===== config.mk =====
export PLATFORM = sky130hd
export DESIGN_NAME = switch_conditioner
export DESIGN_NICKNAME = d
export VERILOG_FILES = /design/src/rtl/switch_conditioner.sv
export SDC_FILE = /design/constraint.sdc
export NUM_CORES = 1
export LEC_CHECK = 0
export ABC_AREA = 1
export CELL_PAD_IN_SITES_DETAIL_PLACEMENT = 1
export CELL_PAD_IN_SITES_GLOBAL_PLACEMENT = 1
export CORE_UTILIZATION = 47
export CTS_CLUSTER_DIAMETER = 50
export CTS_CLUSTER_SIZE = 12
export DETAILED_ROUTE_END_ITERATION = 10
export DONT_BUFFER_PORTS = 1
export PLACE_DENSITY_LB_ADDON = 0.1
export SYNTH_ARGS = -nofsm -noshare
export SYNTH_HDL_FRONTEND = slang
export SYNTH_SLANG_ARGS = --single-unit

===== constraint.sdc =====
create_clock -name CLK -period 2.4 [get_ports CLK]
set_clock_uncertainty 0.05 [all_clocks]
set_input_delay 0.24 -clock CLK [delete_from_list [all_inputs] [get_ports CLK]]
set_output_delay 0.24 -clock CLK [all_outputs]
set_load 0.05 [all_outputs]

===== src/rtl/switch_conditioner.sv =====
// switch_conditioner: per-lane synchroniser, debouncer and press/release/long-press pulse generator
// feeding clean levels and single-cycle events to the LFSR block.
module switch_conditioner #(
    parameter int NUM_SW            = 2,
    parameter int SYNC_STAGES       = 2,
    parameter int DEBOUNCE_CYCLES   = 250000,
    parameter int LONG_PRESS_CYCLES = 25000000,
    parameter bit PRESS_LEVEL       = 1'b1
) (
    input  logic              CLK,
    input  logic              RST_N,
    input  logic [NUM_SW-1:0] i_sw,
    output logic [NUM_SW-1:0] o_level,
    output logic [NUM_SW-1:0] o_press,
    output logic [NUM_SW-1:0] o_release,
    output logic [NUM_SW-1:0] o_long
);
    localparam int DW = $clog2(DEBOUNCE_CYCLES) + 1;
    localparam int HW = $clog2(LONG_PRESS_CYCLES) + 1;
    localparam logic [DW-1:0] DMAX = DW'(DEBOUNCE_CYCLES);
    localparam logic [HW-1:0] HMAX = HW'(LONG_PRESS_CYCLES);
    typedef enum logic [1:0] {REL, DEB_P, PRS, DEB_R} state_t;
    for (genvar g = 0; g < NUM_SW; g++) begin : lane
        logic [SYNC_STAGES-1:0] sync_q;
        state_t                 st;
        logic [DW-1:0]          deb;
        logic [HW-1:0]          hold;
        logic                   lvl_q, prs_q, rel_q, lng_q;
        logic                   p, rel_commit;
        assign p          = sync_q[SYNC_STAGES-1] == PRESS_LEVEL;
        assign rel_commit = st == DEB_R && !p && deb == DMAX;
        assign o_level[g]   = lvl_q;
        assign o_press[g]   = prs_q;
        assign o_release[g] = rel_q;
        assign o_long[g]    = lng_q;
        always_ff @(posedge CLK or negedge RST_N)
            if (!RST_N) sync_q <= {SYNC_STAGES{~PRESS_LEVEL}};
            else        sync_q <= {sync_q[SYNC_STAGES-2:0], i_sw[g]};
        always_ff @(posedge CLK or negedge RST_N)
            if (!RST_N) begin
                st    <= REL;
                deb   <= '0;
                hold  <= '0;
                lvl_q <= 1'b0;
                prs_q <= 1'b0;
                rel_q <= 1'b0;
                lng_q <= 1'b0;
            end else begin
                prs_q <= 1'b0;
                rel_q <= 1'b0;
                lng_q <= 1'b0;
                case (st)
                    REL: if (p) begin
                        st  <= DEB_P;
                        deb <= DW'(1);
                    end
                    DEB_P: if (!p) begin
                        st  <= REL;
                        deb <= '0;
                    end else if (deb == DMAX) begin
                        st    <= PRS;
                        deb   <= '0;
                        hold  <= '0;
                        lvl_q <= 1'b1;
                        prs_q <= 1'b1;
                    end else deb <= deb + 1'b1;
                    PRS: if (!p) begin
                        st  <= DEB_R;
                        deb <= DW'(1);
                    end
                    default: if (p) begin
                        st  <= PRS;
                        deb <= '0;
                    end else if (deb == DMAX) begin
                        st    <= REL;
                        deb   <= '0;
                        lvl_q <= 1'b0;
                        rel_q <= 1'b1;
                    end else deb <= deb + 1'b1;
                endcase
                // a committing release clears the hold and outranks a coinciding long-press
                if (rel_commit) hold <= '0;
                else if ((st == PRS || st == DEB_R) && hold != HMAX) begin
                    hold  <= hold + 1'b1;
                    lng_q <= hold + 1'b1 == HMAX;
                end
            end
    end
endmodule


==> metrics, run 1 <==
sw power=2210 uW; largest vdd supply drop=0.000503 V; Synth Register Bits=106; Area Overhead vs Synth=6.64%; Worst EP arrival=2380 ps; most common cell after layout, fill and taps aside=nand2_1; I/O pin count=12; most frequent cells in the layout=244 x nand2_1, 141 x inv_1, 124 x nor2_1, 106 x dfrtp_1, 97 x nand3_1; Worst slew margin=0.684; Synth Warn #=0; clock power share=0.271; layer with the highest usage=met2; Die X=123 um; total setup buffers inserted after CTS=0; Final setup viols=0; GRT met3 Usage=0.0387; internal power=3280 uW; initial DRC count=255; Leakage=0.00328 uW; vias in the first global route=6609; Synth Area in Compound Gates=0.0811; Final Max Slew Viols=0; grt ovf=0; final hold vios=106; status=complete, but fails checks; Synth Net Count=999; Cells after Synth=975; Wirelength per Cell=16.1 um; Synth Area per Inst=7.06 sq um; power per cell area=747 nW/um^2; Nets=1002; Diodes inserted=0; CTS sink count=106; GRT met1 Usage=0.345; GR Util All Layers=0.268; RSZ-0062 raised after global routing=no; post-CTS sizing=0; Detail Route Antenna Nets=0; hpwl dp=14000 um; CTS tree=built; CP required=2600 ps; layout cells sized above 1=0.0814; period utilization=0.908; largest net degree at the start of global routing=107; synth unique cells=36; crit end category=register; vias=6356; sw frac=0.403; post-synthesis mux area share=0; Num CTS Buffers=9; Comb power frac=0.344; Initial Util=0.488; first-pass GRT wire length=32100 um; FMAX=0.459 GHz; Clock Pin Slew Worst Setup and Hold Paths=80 ps; FILL cells=1842; met2 GRT Util=0.466; height of the die=123 um; clock latency on the worst-skew pair=360 ps; antenna violations before repair=0; post-route cell area=7340 sq um; vias per std cell=5.47; failing checks=hold timing; Hold/Removal Path Class=input port to asynchronous set/reset pin; Pre-antenna DRT Iters=4; Reg power frac=0.386; row count=43; final wirelength=18700 um; Cell Area, Synth=6880 sq um; hold_buf cts=2; drt drc=0; fin crit period=2180 ps; setup TNS=0 ps; Core Region=14100 sq um; post-synthesis sequential area ratio=0.385; largest family of logic cells by synthesized area=simple AND/OR/NAND/NOR gates; CTS max path bufs=2; CTS root buffer=clkbuf_16; post-synthesis xor/xnor area fraction=0.0251; htree depth=3; Crit Path Max Fanout=5; post-synthesis adder-cell area fraction=0.0364; hold_ws=-482 ps; Final Wtd Congestion=0.851; Port-buffer cells=0; max-cap violation count=0; Worst-Margin Slew=474 ps; worst setup path class=register to register; CP Launch Type=register; die area=15100 sq um; placed inst area=7030 sq um; simple logic cell fraction of the synthesized area=0.367
==> synthesized netlist by cell type <==
| library cell | n | area [sq um] |
|---|---|---|
| buf_2 | 1 | 5.00 |
| nor2_1 | 124 | 465 |
| a21oi_1 | 17 | 85.1 |
| nor2_2 | 14 | 87.6 |
| xnor2_1 | 2 | 17.5 |
| o21ai_2 | 2 | 17.5 |
| inv_1 | 141 | 529 |
| clkinv_1 | 1 | 3.75 |
| nor3_1 | 22 | 110 |
| o21bai_1 | 3 | 22.5 |
| nand2_2 | 11 | 68.8 |
| buf_4 | 13 | 97.6 |
| nand3_1 | 97 | 485 |
| o21ai_1 | 20 | 100 |
| ha_1 | 20 | 250 |
| nand2_4 | 1 | 11.3 |
| xor2_2 | 2 | 32.5 |
| o211ai_2 | 1 | 12.5 |
| nand2_1 | 244 | 916 |
| dfrtp_1 | 106 | 2650 |
| nand3b_1 | 4 | 30.0 |
| inv_2 | 8 | 30.0 |
| nor4_1 | 3 | 18.8 |
| or2_2 | 1 | 6.26 |
| nor3b_1 | 2 | 15.0 |
| xor2_1 | 14 | 123 |
| o22ai_1 | 29 | 181 |
| nand4_2 | 1 | 12.5 |
| a31oi_1 | 1 | 6.26 |
| clkbuf_1 | 1 | 3.75 |
| o21ai_0 | 25 | 125 |
| nand3_2 | 5 | 50.1 |
| buf_6 | 5 | 56.3 |
| o211ai_1 | 1 | 7.51 |
| nand4_1 | 25 | 156 |
| nor2_4 | 8 | 90.1 |
==> power by group through the flow <==
stage	combinational [uW]	clock, uW	sequential, uW
floorplan	1400	0	2090
global placement	1790	0	2130
detailed placement	1870	0	2150
CTS	1890	1530	2120
global route	2110	1570	2140
finish	1880	1490	2110
==> critical path, stage by stage, from the launching register on <==
cell and delay, ps:
dfrtp_1 430, inv_1 110, ha_1 240, nand2_1 80
o21ai_2 110, inv_2 130, nand3_1 140, nor2_2 180
nand3_1 140, nor2_1 210, nand3_1 110, nand2_1 90
nor2_1 40
==> layout make-up <==
cell class / count / area (sq um) / share of cell area
repair buffers: 12 / 108 / 0.0147
flip-flops and latches: 106 / 2650 / 0.361
clock buffers: 10 / 239 / 0.0326
clock inverters: 6 / 47.5 / 0.00648
inverters: 150 / 563 / 0.0767
well taps: 180 / 225 / 0.0307
multi-input cells: 699 / 3500 / 0.477
==> state kept, by name (all words and copies together), names as in the netlist, named ones only <==
signal and cells:
lane.prs_q 2, lane.rel_q 2, lane.lvl_q 2, lane.lng_q 2, lane.sync_q 4, lane.hold 52, lane.deb 38, lane.st 2
==> metal layers <==
layer / up-vias / wire [um] / share of wire
met1: 3144 / 8680 / 0.46
met5: - / 0 / 0
li1: 3120 / - / -
met2: 68 / 9300 / 0.50
met3: 24 / 386 / 0.021
met4: 0 / 316 / 0.017
==> logic make-up after synthesis <==
group | count (synthesis)
flip-flops | 106
AO/OA/AOI/OAI | 99
adder cells (fa/ha/maj) | 20
AND/OR/NAND/NOR | 562
buffers and inverters | 170
XOR/XNOR | 18
==> worst paths after layout <==
check,slack (ps),to,startpoint,cells after the start
setup reg to reg,220,lane[1].deb[16],lane[1].st[0],12
setup / recovery,220,lane[1].deb[16],lane[1].st[0],12
hold reg to reg,310,lane[0].sync_q[1],lane[0].sync_q[0],0
hold / removal,-480,lane[1].deb[6],RST_N,0
min in group CLK,310,lane[0].sync_q[1],lane[0].sync_q[0],0
max in group asynchronous,2600,lane[0].hold[14],RST_N,0
==> stage by stage <==
step,total power [uW],cells,setup slack [ps],utilization
after detailed placement,4020,1145,226,0.499
after global routing,5820,1163,6.09,0.521
after global placement,3920,1145,338,0.499
after CTS,5530,1163,211,0.521
after floorplan,3490,975,617,-
final,5480,1163,221,0.521
Note: power is estimated with default switching activity, not from simulation.
==> run 2, diff against run 1 <==
--- a/config.mk
+++ b/config.mk
@@ -6,14 +6,17 @@
 export NUM_CORES = 1
 export LEC_CHECK = 0
 export ABC_AREA = 1
+export CAP_MARGIN = 10
 export CELL_PAD_IN_SITES_DETAIL_PLACEMENT = 1
 export CELL_PAD_IN_SITES_GLOBAL_PLACEMENT = 1
+export CORE_ASPECT_RATIO = 1.5
 export CORE_UTILIZATION = 47
 export CTS_CLUSTER_DIAMETER = 50
 export CTS_CLUSTER_SIZE = 12
 export DETAILED_ROUTE_END_ITERATION = 10
 export DONT_BUFFER_PORTS = 1
 export PLACE_DENSITY_LB_ADDON = 0.1
+export SKIP_CTS_REPAIR_TIMING = 1
 export SYNTH_ARGS = -nofsm -noshare
 export SYNTH_HDL_FRONTEND = slang
 export SYNTH_SLANG_ARGS = --single-unit
==> run 2 against run 1 <==
  * The run still ends with hold timing left
  * Maximum frequency grew 1.8%
  * Via count shrank 0.22%
  * Combinational power is essentially flat
  * Clock power is essentially flat
  * Non-clock buffer count shrank 2
  * Design area is essentially flat
  * Largest power group unchanged
==> metrics, run 2 (same netlist as run 1, synthesis figures left out) <==
CP required=2620 ps (+20 ps); FF-to-FF End=lane[1].hold[9]; most frequent cells in the layout=244 x nand2_1, 141 x inv_1, 124 x nor2_1, 106 x dfrtp_1, 97 x nand3_1; multi-input combinational cell area=3500 sq um (unchanged); max reg flops=52 (unchanged); Non-Filler Instances=1173 (+0.86%); Port-buffer cells=0 (unchanged); initial DRC count=190 (-25%); grt ovf=0 (unchanged); row count=53 (+23%); final wirelength=18600 um (-0.27%); FMAX=0.467 GHz (+1.8%); Worst-Margin Slew=491 ps (+17.8 ps); Reg2Reg Depth=10 (-2); most common cell after layout, fill and taps aside=nand2_1; Hold/Removal Path Class=input port to asynchronous set/reset pin; Area Overhead vs Synth=6.58% (about the same); height of the die=150 um (+22%); Detail Route Antenna Nets=0 (unchanged); Top Registers=lane.hold: 52 flops, lane.deb: 38 flops, lane.sync_q: 4 flops; die area=15100 sq um (about the same); RSZ-0062 raised after global routing=no; largest net degree at the start of global routing=107 (unchanged); setup TNS=0 ps (unchanged); CTS root buffer=clkbuf_16; largest register by flop count=lane.hold; Die X=101 um (-18%); Core Region=14100 sq um (+0.20%); worst r2r src=lane[1].hold[0]; CP Launch Type=register; htree depth=3 (unchanged); clock latency on the worst-skew pair=370 ps (about the same); Worst slew margin=0.673 (-0.0117); largest vdd supply drop=0.000354 V (-30%); status=complete, but fails checks; Placed Cells=1155 (+0.87%); I/O pin count=12 (unchanged); layout cells sized above 1=0.0795 (-0.00187); first-pass GRT wire length=32200 um (+0.36%); Nets=1000 (-0.20%); power per cell area=748 nW/um^2 (+0.13%); Pre-antenna DRT Iters=4 (unchanged); CTS tree=built; CTS sink count=106 (unchanged); Clock Pin Slew Worst Setup and Hold Paths=80 ps (about the same); drt drc=0 (unchanged); antenna violations before repair=0 (unchanged); FILL cells=1888 (+2.5%); period utilization=0.892 (-0.0164); hpwl dp=14200 um (+1.5%); Crit Path Max Fanout=12 (+7); vias=6342 (-0.22%); Final setup viols=0 (unchanged); max-cap violation count=0 (unchanged); hold_ws=-485 ps (-2.92 ps); fin crit period=2140 ps (-39.4 ps); Leakage=0.00327 uW (-0.29%); worst setup path class=register to register; crit end category=register; vias per std cell=5.41 (-1.1%); Final Wtd Congestion=0.824 (-3.1%); CTS max path bufs=2 (unchanged); Worst EP arrival=2360 ps (-20 ps); Final Max Slew Viols=0 (unchanged); flop-to-flop setup slack=260 ps (+40 ps); GR Util All Layers=0.270 (+0.00142); vias in the first global route=6959 (+5.3%); failing checks=hold timing; Initial Util=0.487 (-0.000995); Diodes inserted=0 (unchanged); Sequential Area=2650 sq um (unchanged); Num CTS Buffers=9 (unchanged); final hold vios=106 (unchanged); Wirelength per Cell=15.9 um (-1.1%)
## run 2: worst max-delay path by stage
stage	slack, ps	start	to	cells after the start
final	260	lane[1].hold[0]	lane[1].hold[9]	10
after global routing	50	lane[1].st[0]	lane[1].deb[11]	11
after CTS	240	lane[1].hold[0]	lane[1].hold[9]	10
after floorplan	620	lane[0].st[0]	lane[0].deb[15]	12
after detailed placement	260	lane[1].hold[0]	lane[1].hold[9]	10
after global placement	380	lane[1].hold[0]	lane[1].hold[2]	10
## run 2: stage by stage
step	util	hold slack, ps	total power, uW	setup slack (ps)	instance area (sq um)
2_1_floorplan	-	-106	3490	617	6880
3_3_place_gp	0.497	-103	3890	375	7020
3_5_place_dp	0.497	-103	4010	256	7020
4_1_cts	0.518	-495	5530	243	7320
5_1_grt	0.519	-495	5820	53.4	7340
6_report	0.519	-485	5490	260	7340
## run 2: area by class of cell
type	instances	share of cell area
Multi-Input combinational cell	699	0.478
Sequential cell	106	0.362
Inverter	150	0.0768
Clock buffer	11	0.0345
Tap cell	192	0.0327
Timing Repair Buffer	10	0.0109
Clock inverter	5	0.00580
## run 2: power by group
group	internal [uW]	total (uW)	leakage, uW	switching (uW)
clock network	775	1510	0.000143	731
logic	566	1860	0.00167	1300
registers	1930	2120	0.00145	186
## run 2: critical path, cell delays in order (launching register included)
cell and delay (ps):
dfrtp_1 410, inv_1 130, ha_1 240, nand3_1 100
nor2_1 60, nand2_1 50, nor2_1 60, nor2_2 320
nand2_2 200, buf_4 240, o22ai_1 200
## run 2: metal layers
metal  vias up  share of wire  global-route usage
met4         0          0.025               0.119
met2        64           0.55               0.510
li1       3116              -                   -
met3        28          0.014              0.0251
met5         -              0                   0
met1      3134           0.41               0.303
